### config.mk
export PLATFORM = sky130hd
export DESIGN_NAME = vga_scan_streamer_flat
export DESIGN_NICKNAME = d
export VERILOG_FILES = /design/src/rtl/vga_scan_streamer_if.sv /design/src/rtl/vga_scan_streamer.sv /design/src/flat_wrapper.sv
export SDC_FILE = /design/constraint.sdc
export NUM_CORES = 1
export LEC_CHECK = 0
export ABC_AREA = 1
export CORE_MARGIN = 4
export CORE_UTILIZATION = 54
export CTS_CLUSTER_DIAMETER = 80
export DETAILED_ROUTE_END_ITERATION = 10
export GPL_TIMING_DRIVEN = 0
export PLACE_DENSITY = 0.81
export SETUP_SLACK_MARGIN = 0.1
export SYNTH_ARGS = -nofsm -noshare
export SYNTH_HDL_FRONTEND = slang
export SYNTH_SLANG_ARGS = --single-unit
### constraint.sdc
create_clock -name clk -period 4.6 [get_ports clk]
set_input_delay 0.69 -clock clk [delete_from_list [all_inputs] [get_ports clk]]
set_output_delay 0.69 -clock clk [all_outputs]
set_load 0.03 [all_outputs]
### src/rtl/vga_scan_streamer_if.sv
// Framebuffer word request/return bundle between the scan streamer and the VGA data controller.
interface vga_scan_streamer_if;
    logic [31:0] data_to_VGA;
    logic        data_valid;
    logic        VGA_request;
    logic [31:0] VGA_request_address;

    modport master (
        output VGA_request,
        output VGA_request_address,
        input  data_to_VGA,
        input  data_valid
    );

    modport slave (
        input  VGA_request,
        input  VGA_request_address,
        output data_to_VGA,
        output data_valid
    );
endinterface

### src/rtl/vga_scan_streamer.sv
// VGA scan timing generator that fetches framebuffer words one ahead of the beam
// and serializes each 32-bit word into four RGB332 pixels, MSB first.
module vga_scan_streamer #(
    parameter int          H_SYNC    = 96,
    parameter int          H_BP      = 48,
    parameter int          H_ACTIVE  = 640,
    parameter int          H_FP      = 16,
    parameter int          V_SYNC    = 2,
    parameter int          V_BP      = 33,
    parameter int          V_ACTIVE  = 480,
    parameter int          V_FP      = 10,
    parameter logic [31:0] BASE_ADDR = 32'd0,
    parameter int          V_SHIFT   = 0
) (
    input  logic                       clk,
    input  logic                       rst,
    vga_scan_streamer_if.master        mem,
    output logic [9:0]                 h_count,
    output logic [9:0]                 v_count,
    output logic [1:0]                 VGA_state,
    output logic                       hsync,
    output logic                       vsync,
    output logic                       pixel_en,
    output logic [7:0]                 pixel,
    output logic                       underrun
);

    localparam logic [9:0]  H_SYNC_END  = 10'(H_SYNC);
    localparam logic [9:0]  H_ACT_START = 10'(H_SYNC + H_BP);
    localparam logic [9:0]  H_ACT_END   = 10'(H_SYNC + H_BP + H_ACTIVE);
    localparam logic [9:0]  H_FETCH_END = 10'(H_SYNC + H_BP + H_ACTIVE - 8);
    localparam logic [9:0]  H_LAST      = 10'(H_SYNC + H_BP + H_ACTIVE + H_FP - 1);
    localparam logic [9:0]  V_SYNC_END  = 10'(V_SYNC);
    localparam logic [9:0]  V_ACT_START = 10'(V_SYNC + V_BP);
    localparam logic [9:0]  V_ACT_END   = 10'(V_SYNC + V_BP + V_ACTIVE);
    localparam logic [9:0]  V_LAST      = 10'(V_SYNC + V_BP + V_ACTIVE + V_FP - 1);
    localparam logic [31:0] LINE_WORDS  = 32'(H_ACTIVE / 4);

    function automatic logic [31:0] line_base(input logic [9:0] v);
        logic [9:0] line_idx;
        line_idx = (v - V_ACT_START) >> V_SHIFT;
        return BASE_ADDR + 32'(line_idx) * LINE_WORDS;
    endfunction

    logic [31:0] shift_word;
    logic [31:0] next_word;
    logic        next_valid;
    logic        outstanding;

    logic [9:0]  h_next;
    logic [9:0]  v_next;
    logic [9:0]  p_next;
    logic [1:0]  phase;
    logic        h_act;
    logic        v_act;
    logic        v_act_next;
    logic        load;
    logic        prefetch_next;
    logic        fetch_next;
    logic [31:0] load_word;
    logic [31:0] addr_next;
    logic [7:0]  pixel_next;

    always_comb begin
        if (h_count < H_SYNC_END)
            VGA_state = 2'd0;
        else if (h_count < H_ACT_START)
            VGA_state = 2'd1;
        else if (h_count < H_ACT_END)
            VGA_state = 2'd2;
        else
            VGA_state = 2'd3;
    end

    // Request decisions are made on the next counter values so the strobe and
    // address are registered yet line up with the h_count they belong to.
    always_comb begin
        h_next = (h_count == H_LAST) ? 10'd0 : h_count + 10'd1;
        v_next = v_count;
        if (h_count == H_LAST)
            v_next = (v_count == V_LAST) ? 10'd0 : v_count + 10'd1;

        h_act      = (h_count >= H_ACT_START) && (h_count < H_ACT_END);
        v_act      = (v_count >= V_ACT_START) && (v_count < V_ACT_END);
        v_act_next = (v_next >= V_ACT_START) && (v_next < V_ACT_END);
        phase      = 2'(h_count - H_ACT_START);
        p_next     = h_next - H_ACT_START;

        load      = h_act && v_act && (phase == 2'd0);
        load_word = next_valid ? next_word : 32'd0;

        prefetch_next = v_act_next && (h_next == H_SYNC_END);
        fetch_next    = v_act_next && (h_next >= H_ACT_START) &&
                        (h_next <= H_FETCH_END) && (p_next[1:0] == 2'd0);
        addr_next     = line_base(v_next) +
                        (prefetch_next ? 32'd0 : 32'(p_next[9:2]) + 32'd1);

        pixel_next = 8'd0;
        case (phase)
            2'd0: pixel_next = load_word[31:24];
            2'd1: pixel_next = shift_word[23:16];
            2'd2: pixel_next = shift_word[15:8];
            2'd3: pixel_next = shift_word[7:0];
            default: pixel_next = 8'd0;
        endcase
    end

    always_ff @(posedge clk) begin
        if (rst) begin
            h_count                 <= 10'd0;
            v_count                 <= 10'd0;
            hsync                   <= 1'b1;
            vsync                   <= 1'b1;
            pixel_en                <= 1'b0;
            pixel                   <= 8'd0;
            underrun                <= 1'b0;
            mem.VGA_request         <= 1'b0;
            mem.VGA_request_address <= BASE_ADDR;
            shift_word              <= 32'd0;
            next_word               <= 32'd0;
            next_valid              <= 1'b0;
            outstanding             <= 1'b0;
        end else begin
            h_count  <= h_next;
            v_count  <= v_next;
            hsync    <= (h_count >= H_SYNC_END);
            vsync    <= (v_count >= V_SYNC_END);
            pixel_en <= h_act && v_act;
            pixel    <= (h_act && v_act) ? pixel_next : 8'd0;

            mem.VGA_request <= prefetch_next || fetch_next;
            if (prefetch_next || fetch_next)
                mem.VGA_request_address <= addr_next;

            // A load consumes the buffered word; a same-cycle return refills it afterwards.
            if (load) begin
                shift_word <= load_word;
                next_valid <= 1'b0;
                if (!next_valid)
                    underrun <= 1'b1;
            end
            if (mem.data_valid && outstanding) begin
                next_word   <= mem.data_to_VGA;
                next_valid  <= 1'b1;
                outstanding <= 1'b0;
            end
            if (prefetch_next || fetch_next)
                outstanding <= 1'b1;
        end
    end

endmodule

### src/flat_wrapper.sv
// flat-port wrapper written by rule: the top's interface ports become plain ports
module vga_scan_streamer_flat 
#(
    parameter int          H_SYNC    = 96,
    parameter int          H_BP      = 48,
    parameter int          H_ACTIVE  = 640,
    parameter int          H_FP      = 16,
    parameter int          V_SYNC    = 2,
    parameter int          V_BP      = 33,
    parameter int          V_ACTIVE  = 480,
    parameter int          V_FP      = 10,
    parameter logic [31:0] BASE_ADDR = 32'd0,
    parameter int          V_SHIFT   = 0
)
  (clk, rst, h_count, v_count, VGA_state, hsync, vsync, pixel_en, pixel, underrun, mem_VGA_request, mem_VGA_request_address, mem_data_to_VGA, mem_data_valid);
  vga_scan_streamer_if mem_i ();
  input  logic clk;
  input  logic rst;
  output logic [9:0] h_count;
  output logic [9:0] v_count;
  output logic [1:0] VGA_state;
  output logic hsync;
  output logic vsync;
  output logic pixel_en;
  output logic [7:0] pixel;
  output logic underrun;
  output wire logic [$bits(mem_i.VGA_request)-1:0] mem_VGA_request;
  output wire logic [$bits(mem_i.VGA_request_address)-1:0] mem_VGA_request_address;
  input wire logic [$bits(mem_i.data_to_VGA)-1:0] mem_data_to_VGA;
  input wire logic [$bits(mem_i.data_valid)-1:0] mem_data_valid;
  assign mem_VGA_request = mem_i.VGA_request;
  assign mem_VGA_request_address = mem_i.VGA_request_address;
  assign mem_i.data_to_VGA = mem_data_to_VGA;
  assign mem_i.data_valid = mem_data_valid;
  vga_scan_streamer #(.H_SYNC(H_SYNC), .H_BP(H_BP), .H_ACTIVE(H_ACTIVE), .H_FP(H_FP), .V_SYNC(V_SYNC), .V_BP(V_BP), .V_ACTIVE(V_ACTIVE), .V_FP(V_FP), .BASE_ADDR(BASE_ADDR), .V_SHIFT(V_SHIFT)) u_core (.clk(clk), .rst(rst), .mem(mem_i), .h_count(h_count), .v_count(v_count), .VGA_state(VGA_state), .hsync(hsync), .vsync(vsync), .pixel_en(pixel_en), .pixel(pixel), .underrun(underrun));
endmodule
; ---- After elaboration in Yosys (flattened, before gate mapping)
; Cells that the tools add are included.
[word_totals]
out_inout_bits = 67
ff_bits = 123
elab_cells = 71
in_bits = 35
[op_classes]
magnitude_cmp = 12
n_eq_ne = 6
n_reduce_logical = 17
mux = 13
n_addsub = 7
n_mul = 1
n_bitwise = 2
[ops]
columns = op, n
row1 = 32-bit 2-to-1 mux, 2
row2 = 18-bit by 32-bit adder with 32-bit output, 1
row3 = 8-bit one-hot mux with 4 select lines, 1
row4 = 10-bit < comparator (second input constant), 3
row5 = 10-bit 2-to-1 mux, 3
row6 = 10-bit by 1-bit adder with 10-bit output (second input constant), 2
row7 = 10-bit == test (second input constant), 2
row8 = 10-bit by 6-bit greater-or-equal comparator with 1-bit output (second input constant), 2
row9 = 10-bit by 8-bit greater-or-equal comparator with 1-bit output (second input constant), 2
row10 = 10-bit by 3-bit multiplier with 13-bit output (second input constant), 1
row11 = 10-bit by 7-bit == test with 1-bit output (second input constant), 1
row12 = 10-bit by 2-bit greater-or-equal comparator with 1-bit output (second input constant), 1
row13 = 10-bit by 7-bit greater-or-equal comparator with 1-bit output (second input constant), 1
row14 = 10-bit <= comparator (second input constant), 1
row15 = 1-bit logical AND, 10
row16 = 10-bit by 7-bit < comparator with 1-bit output (second input constant), 1
row17 = 10-bit by 8-bit < comparator with 1-bit output (second input constant), 1
row18 = 10-bit by 6-bit subtractor with 10-bit output (second input constant), 1
row19 = 10-bit by 8-bit subtractor with 10-bit output (second input constant), 1
row20 = 8-bit by 1-bit adder with 9-bit output (second input constant), 1
row21 = 1-bit 2-to-1 mux, 5
row22 = 2-bit == test (second input constant), 2
row23 = 2-bit zero test, 2
row24 = 2-bit 2-to-1 mux, 2
row25 = other kinds (7), 9

; ---- Depth between registers and ports, before layout
; Gate-level depths: netlist of run 1.
[depth]
ltp_word = 10
depth_mapped = 31

; ---- Worst setup path before layout of run 1
; Ideal clock, no wire load.
[synth_timing]
path_type = register to register
from = register u_core.h_count[0]
to = register u_core.mem.VGA_request_address[17]
path_slack_ns = 0.522
period_less_slack_ns = 4.078
arrival_ns = 4.008
stages_incl_launch_ff = 26
cell_sequence = dfxtp_1 > ha_1 > buf_4 > nand3_4 > inv_2 > nand3_1 > nor2_1 > nand2_1 > nand2_1 > inv_1 > ha_1 > nand3b_1 > xor2_1 > ha_1 > inv_1 > fa_1 > xnor2_1 > inv_1 > nor2_1 > inv_1 > or2_2 > nor2_1 > nand4_1 > nor2_1 > nand3_1 > a21oi_1
[synth_between]
elab_chain_cells = 8
[synth_lines]
columns = element, line
row1 = "start, declared", vga_scan_streamer.sv:18  ; output logic [9:0] h_count,
row2 = "start signal, assigned", vga_scan_streamer.sv:124  ; h_count <= h_next;
row3 = branches (longest 8 deep; another with 18-bit by 32-bit adder with 32-bit output), -
row4 = "end signal, assigned", vga_scan_streamer.sv:133  ; mem.VGA_request_address <= addr_next;
row5 = "end, declared", vga_scan_streamer_if.sv:10  ; output VGA_request_address,
; Parallel ways; which one is timed is not known.
; A chain may end at the register's enable or synchronous reset.

; ---- Worst setup path after layout of run 1
[layout_timing]
from = register u_core.h_count[1]
to = register u_core.mem.VGA_request_address[15]
; Same word-level chain as after synthesis.

==> flow_summary.toml, run 1 <==
[outcome]
outcome = "finished clean"

[finish]
diodes = 0
drive_gt1_frac = 0.0890
final_cell_area_mm2 = 0.00744
fin_nets = 1032
areaGrowthSynthToFinish_pct = 23.6

[setup_path]
worstReg2RegEnd = "u_core.mem.VGA_request_address[15]"
reg2regPathDepth = 26
cp-start-kind = "register"
path_delay_family = "simple AND/OR/NAND/NOR gates"
max_stage_delay_ps = 440
worstPathRequired_ps = 4870
crit_arrival_ps = 4520
cp-end-kind = "register"
crit_type = "register to register"
regToRegSetupSlack_ps = 360
r2r-start = "u_core.h_count[1]"
cp_max_fo = 10
slowest_stage = "fa_1"
critPathBufInv = 3

[floorplanning]
start_util = 0.552
core_mm2 = 0.0109
die_x_um = 114
die-area_mm2 = 0.0129
die_y_um = 114
num_io_pins = 102
num_rows = 38

[timing]
finalCriticalPeriod_ps = 4240
drv_slew = 0
max_freq_ghz = 0.236
rsz0062_at_grt = "no"
setup_viol_count_final = 0
fin_crit_sh = 0.922
finalClockSkew_ps = 12.8
fin_ws_ps = 357
fin_tns_setup_ps = 0
hold_violations = 0
max-slew-margin-rel = 0.532
tightest_slew_ps = 702

[routing]
viasPerCell = 5.22
dr.pass1.iters = 5
postRouteWirelength_um = 15100
wire_per_inst_um = 13.6
ant_nets = 0
dr.first_iter.drc_count = 426
route.detailed.drc = 0
vias = 5770

[synth]
synth-edff-count = 0
ys_ff_latch = 110
postSynthAreaPerCell_um2 = 7.11
ys_warn_count = 0
syn_inst = 846
yosysMostFrequentCell = "nand2_1"
synth.area.top_cells = "dfxtp_1 (37%), nand2_1 (11%), nor2_1 (9.1%)"
synth_area_mm2 = 0.00601
ys_async_sr_fraction = 0
ys.flop_type = "dfxtp_1"
synthDistinctLibCells = 42
synth_commonest_cells = "nand2_1 (176), nor2_1 (146), dfxtp_1 (110)"
yosysTopAreaCell = "dfxtp_1"
yosysTopAreaCellShare = 0.366
yosysSeqAreaShare = 0.366

[placement]
place_congestion = 0.927
io_buffers = 87
pre_cts_ws_ps = 129
placed_area_mm2 = 0.00711
hpwl_um = 11500

[clocking]
cts_max_path_buffers = 2
clkTransAtPathRegs_ps = 110
cts_max_level = 3
root_buffer = "clkbuf_8"
clock-sinks = 110
insertion_delay_ps = 380
cts_tree = "built"
cts-buffers-inserted = 9
cts-hold-fix-buffers = 0

[hold_path]
hold_depth = 2
min_path_type = "register to register"
min_from = "u_core.mem.VGA_request_address[18]"
whs_endpoint = "u_core.mem.VGA_request_address[18]"

[power]
ir_drop_uv = 184
leakage_uw = 0.00314
p_per_area_mw_per_mm2 = 226
power_uw = 1680

[global_routing]
track_usage = 0.232
grt_pass1_wl_um = 24500
grt_start_max_net_pins = 23
grt_antenna_before_repair = 0
gr-total-overflow = 0
grt_pass1_vias = 5196

[job]
cap_violations = 0
==> through the flow <==
stage	hold WS [ps]	utilization	cells
6_report	448	0.683	1106
4_1_cts	449	0.672	1101
5_1_grt	473	0.683	1106
3_5_place_dp	430	0.653	1085
3_3_place_gp	427	0.653	1085
2_1_floorplan	446	-	858
==> worst max-delay path by stage <==
stage,start,endpoint,slack [ps],cells past startpoint
finish,u_core.h_count[1],u_core.mem.VGA_request_address[15],360,26
global route,u_core.h_count[0],u_core.mem.VGA_request_address[16],70,28
CTS,u_core.h_count[1],u_core.mem.VGA_request_address[16],140,24
detailed placement,u_core.h_count[0],u_core.mem.VGA_request_address[16],130,24
global placement,u_core.h_count[0],u_core.mem.VGA_request_address[16],230,24
floorplan,u_core.h_count[0],u_core.mem.VGA_request_address[17],520,25
==> metal layers <==
metal / GRT usage / share of wire / up-vias / wire length [µm]
li1: - / - / 2959 / -
met1: 0.307 / 0.45 / 2629 / 6850
met2: 0.393 / 0.48 / 158 / 7190
met3: 0.0393 / 0.055 / 24 / 836
met4: 0.0593 / 0.014 / 0 / 210
met5: 0 / 0 / - / 0
==> state kept, by name, summed over array words and instances, names as in the netlist <==
name	cells
u_core.h_count	10
u_core.hsync	1
u_core.mem.VGA_request	1
u_core.mem.VGA_request_address	19
u_core.next_valid	1
u_core.next_word	32
u_core.outstanding	1
u_core.pixel	8
u_core.pixel_en	1
u_core.shift_word	24
u_core.underrun	1
u_core.v_count	10
u_core.vsync	1
==> kinds of logic (layout without fill, tap and decap cells) <==
group | Yosys count | count (layout) | synth area share
buffers and inverters | 104 | 212 | 0.0768
and+or+nand+nor | 455 | 455 | 0.335
xor gates and xnor gates | 27 | 27 | 0.0393
adders and majority gates | 36 | 36 | 0.0774
other | 1 | 13 | 0.000623
DFF | 110 | 110 | 0.366
AOI/OAI and AO/OA | 113 | 113 | 0.104
==> tightest hold or removal path, delay by kind of cell (launching register included) <==
| family | cells | cell delay, ps |
|---|---|---|
| and+or+nand+nor | 2 | 90 |
| DFF | 1 | 330 |
==> placed cells by master, fill, tap and decap left out, drive strengths merged <==
cell	instances
nand2	188
nor2	154
dfxtp	110
clkdlybuf4s50	87
nand3	76
inv	66
o21ai	48
a21oi	45
ha	34
clkbuf	33
buf	22
xor2	20
nand4	17
conb	13
a22oi	8
nor3	8
xnor2	7
or2	5
nor4	4
clkinv	4
nand3b	3
o21bai	3
a21o	3
a31oi	2
fa	2
a21boi	1
o211ai	1
o21a	1
o31ai	1
==> repair_timing <==
action | 4_1_cts | 5_1_grt
resized for setup | 1 | 17
setup buffers | 0 | 5
endpoints found under the setup margin | 1 | 6
pin swaps | 0 | 3
==> layout make-up <==
cell class,count,area [µm²]
multi-input combinational,644,3470
fill,969,3450
sequential,110,2210
timing repair buffer,92,908
inverter,63,241
buffer,41,230
tap,140,175
clock buffer,9,124
clock inverter,7,81.3
==> where the power goes <==
group,internal [µW],switching (µW)
clock network,221,381
logic,51.8,68.1
registers,955,4.37
total,1230,453
No activity file was read; power rests on OpenSTA's default activity.
==> run 2, diff against run 1 <==
Settings changed: CAP_MARGIN set to 20.
==> results of run 2 <==
No change in the layout: final DEF, timing and power equal those of run 1.
==> run 3, diff against run 2 <==
Settings changed: PLACE_DENSITY 0.81 to not set, PLACE_DENSITY_LB_ADDON set to 0.3.
==> flow_summary.toml, run 3 (synthesis results as in run 1) <==
[routing]
viasPerCell = 5.19
vias = 5719
wire_per_inst_um = 13.2
dr.first_iter.drc_count = 350
postRouteWirelength_um = 14600
dr.pass1.iters = 5
ant_nets = 0
route.detailed.drc = 0

[finish]
drive_gt1_frac = 0.0801
top_regs = "u_core.next_word x32, u_core.shift_word x24, u_core.mem.VGA_request_address x19"
fin_cells = 1101
final_cell_area_mm2 = 0.00735
diodes = 0
top_register = "u_core.next_word"
largest_register_ff_count = 32
fillers = 975
final_common_cell = "nand2_1"
layout_common_cells = "nand2_1 (175), nor2_1 (144), dfxtp_1 (108), clkdlybuf4s50_1 (87), nand3_1 (75)"
multiInputGateArea_mm2 = 0.00341
ff_latch_area_mm2 = 0.00221
areaGrowthSynthToFinish_pct = 22.1
fin_nets = 1027

[clocking]
cts_max_path_buffers = 2
cts_max_level = 3
cts_tree = "built"
root_buffer = "clkbuf_8"
cts-buffers-inserted = 9
cts_setup_buffers = 0
insertion_delay_ps = 380
clock-sinks = 110
clkTransAtPathRegs_ps = 120

[job]
cap_violations = 0

[timing]
drv_slew = 0
max_freq_ghz = 0.238
fin_tns_setup_ps = 0
rsz0062_at_grt = "yes"
tightest_slew_ps = 638
fin_crit_sh = 0.913
finalClockSkew_ps = 12.2
setup_viol_count_final = 0
fin_ws_ps = 401
finalCriticalPeriod_ps = 4200
hold_violations = 0
max-slew-margin-rel = 0.571

[setup_path]
crit_type = "register to register"
cp-end-kind = "register"
regToRegSetupSlack_ps = 400
worstPathRequired_ps = 4910
crit_arrival_ps = 4510
cp_max_fo = 10
cp-start-kind = "register"

[floorplanning]
num_rows = 38
core_mm2 = 0.0109
die_x_um = 114
start_util = 0.552
die_y_um = 114
die-area_mm2 = 0.0129
num_io_pins = 102

[hold_path]
min_path_type = "register to register"

[power]
p_per_area_mw_per_mm2 = 229
ir_drop_uv = 168
leakage_uw = 0.00311

[placement]
dp_cells = 1085
hpwl_um = 11400
place_congestion = 0.922
io_buffers = 87
placed_area_mm2 = 0.00711
pre_cts_ws_ps = 186

[global_routing]
grt_start_max_net_pins = 23
track_usage = 0.229
grt_pass1_vias = 5412
grt_antenna_before_repair = 0
grt_pass1_wl_um = 24400
gr-total-overflow = 0

[outcome]
outcome = "finished clean"
[run 3: routing by layer]
metal	up-vias	wire, µm	global-route usage
met5	-	0	0
met1	2563	6620	0.303
met3	30	773	0.0308
met4	0	320	0.0809
li1	2947	-	-
met2	179	6830	0.383
[run 3: final cells by class]
class,count,share of cell area
Buffer,41,0.0308
Clock buffer,9,0.0169
Clock inverter,7,0.0114
Inverter,63,0.0329
Multi-Input combinational cell,644,0.465
Sequential cell,110,0.301
Tap cell,140,0.0238
Timing Repair Buffer,87,0.119
[run 3: per-stage QoR]
stage          power, µW  utilization  hold slack [ps]
2_1_floorplan       1050            -              446
3_3_place_gp        1100        0.653              428
3_5_place_dp        1100        0.653              429
4_1_cts             1690        0.672              448
5_1_grt             1730        0.675              458
6_report            1680        0.675              449
[run 3: worst max-delay path: stages, from the launching register on]
cell	delay [ps]
dfxtp_4	410
ha_1	150
buf_4	190
nand3_4	130
nor2_4	190
nand2_4	100
buf_8	160
nand2_1	90
nand2_2	90
inv_1	60
ha_1	190
nor2_1	90
nor2_2	120
xor2_1	240
ha_1	280
ha_1	360
a21oi_1	180
nand2_1	80
nand2_1	90
nand2_1	50
nand2_1	50
nand2_1	70
xor2_1	170
inv_1	80
nand4_1	140
nor2_1	110
nand3_1	110
a21oi_1	140
[run 3: path summary, 6_finish.rpt]
check / cells past startpoint / startpoint / endpoint
worst max-delay path: 27 / u_core.h_count[0] / u_core.mem.VGA_request_address[17]
worst max register to register: 27 / u_core.h_count[0] / u_core.mem.VGA_request_address[17]
worst min register to register: 2 / u_core.mem.VGA_request_address[18] / u_core.mem.VGA_request_address[18]
worst min-delay path: 2 / u_core.mem.VGA_request_address[18] / u_core.mem.VGA_request_address[18]
[run 3: power by group]
| part | switching [µW] | internal (µW) | leakage (µW) | total [µW] |
|---|---|---|---|---|
| Sequential | 5.03 | 955 | 0.000888 | 960 |
| Combinational | 67.6 | 50.8 | 0.00211 | 118 |
| Clock | 380 | 222 | 0.000105 | 602 |
| Total | 452 | 1230 | 0.00311 | 1680 |
[run 3: timing repair]
action	4_1_cts	5_1_grt
hold buffers	0	0
endpoints found under the setup margin	0	6
gates resized for setup	0	12
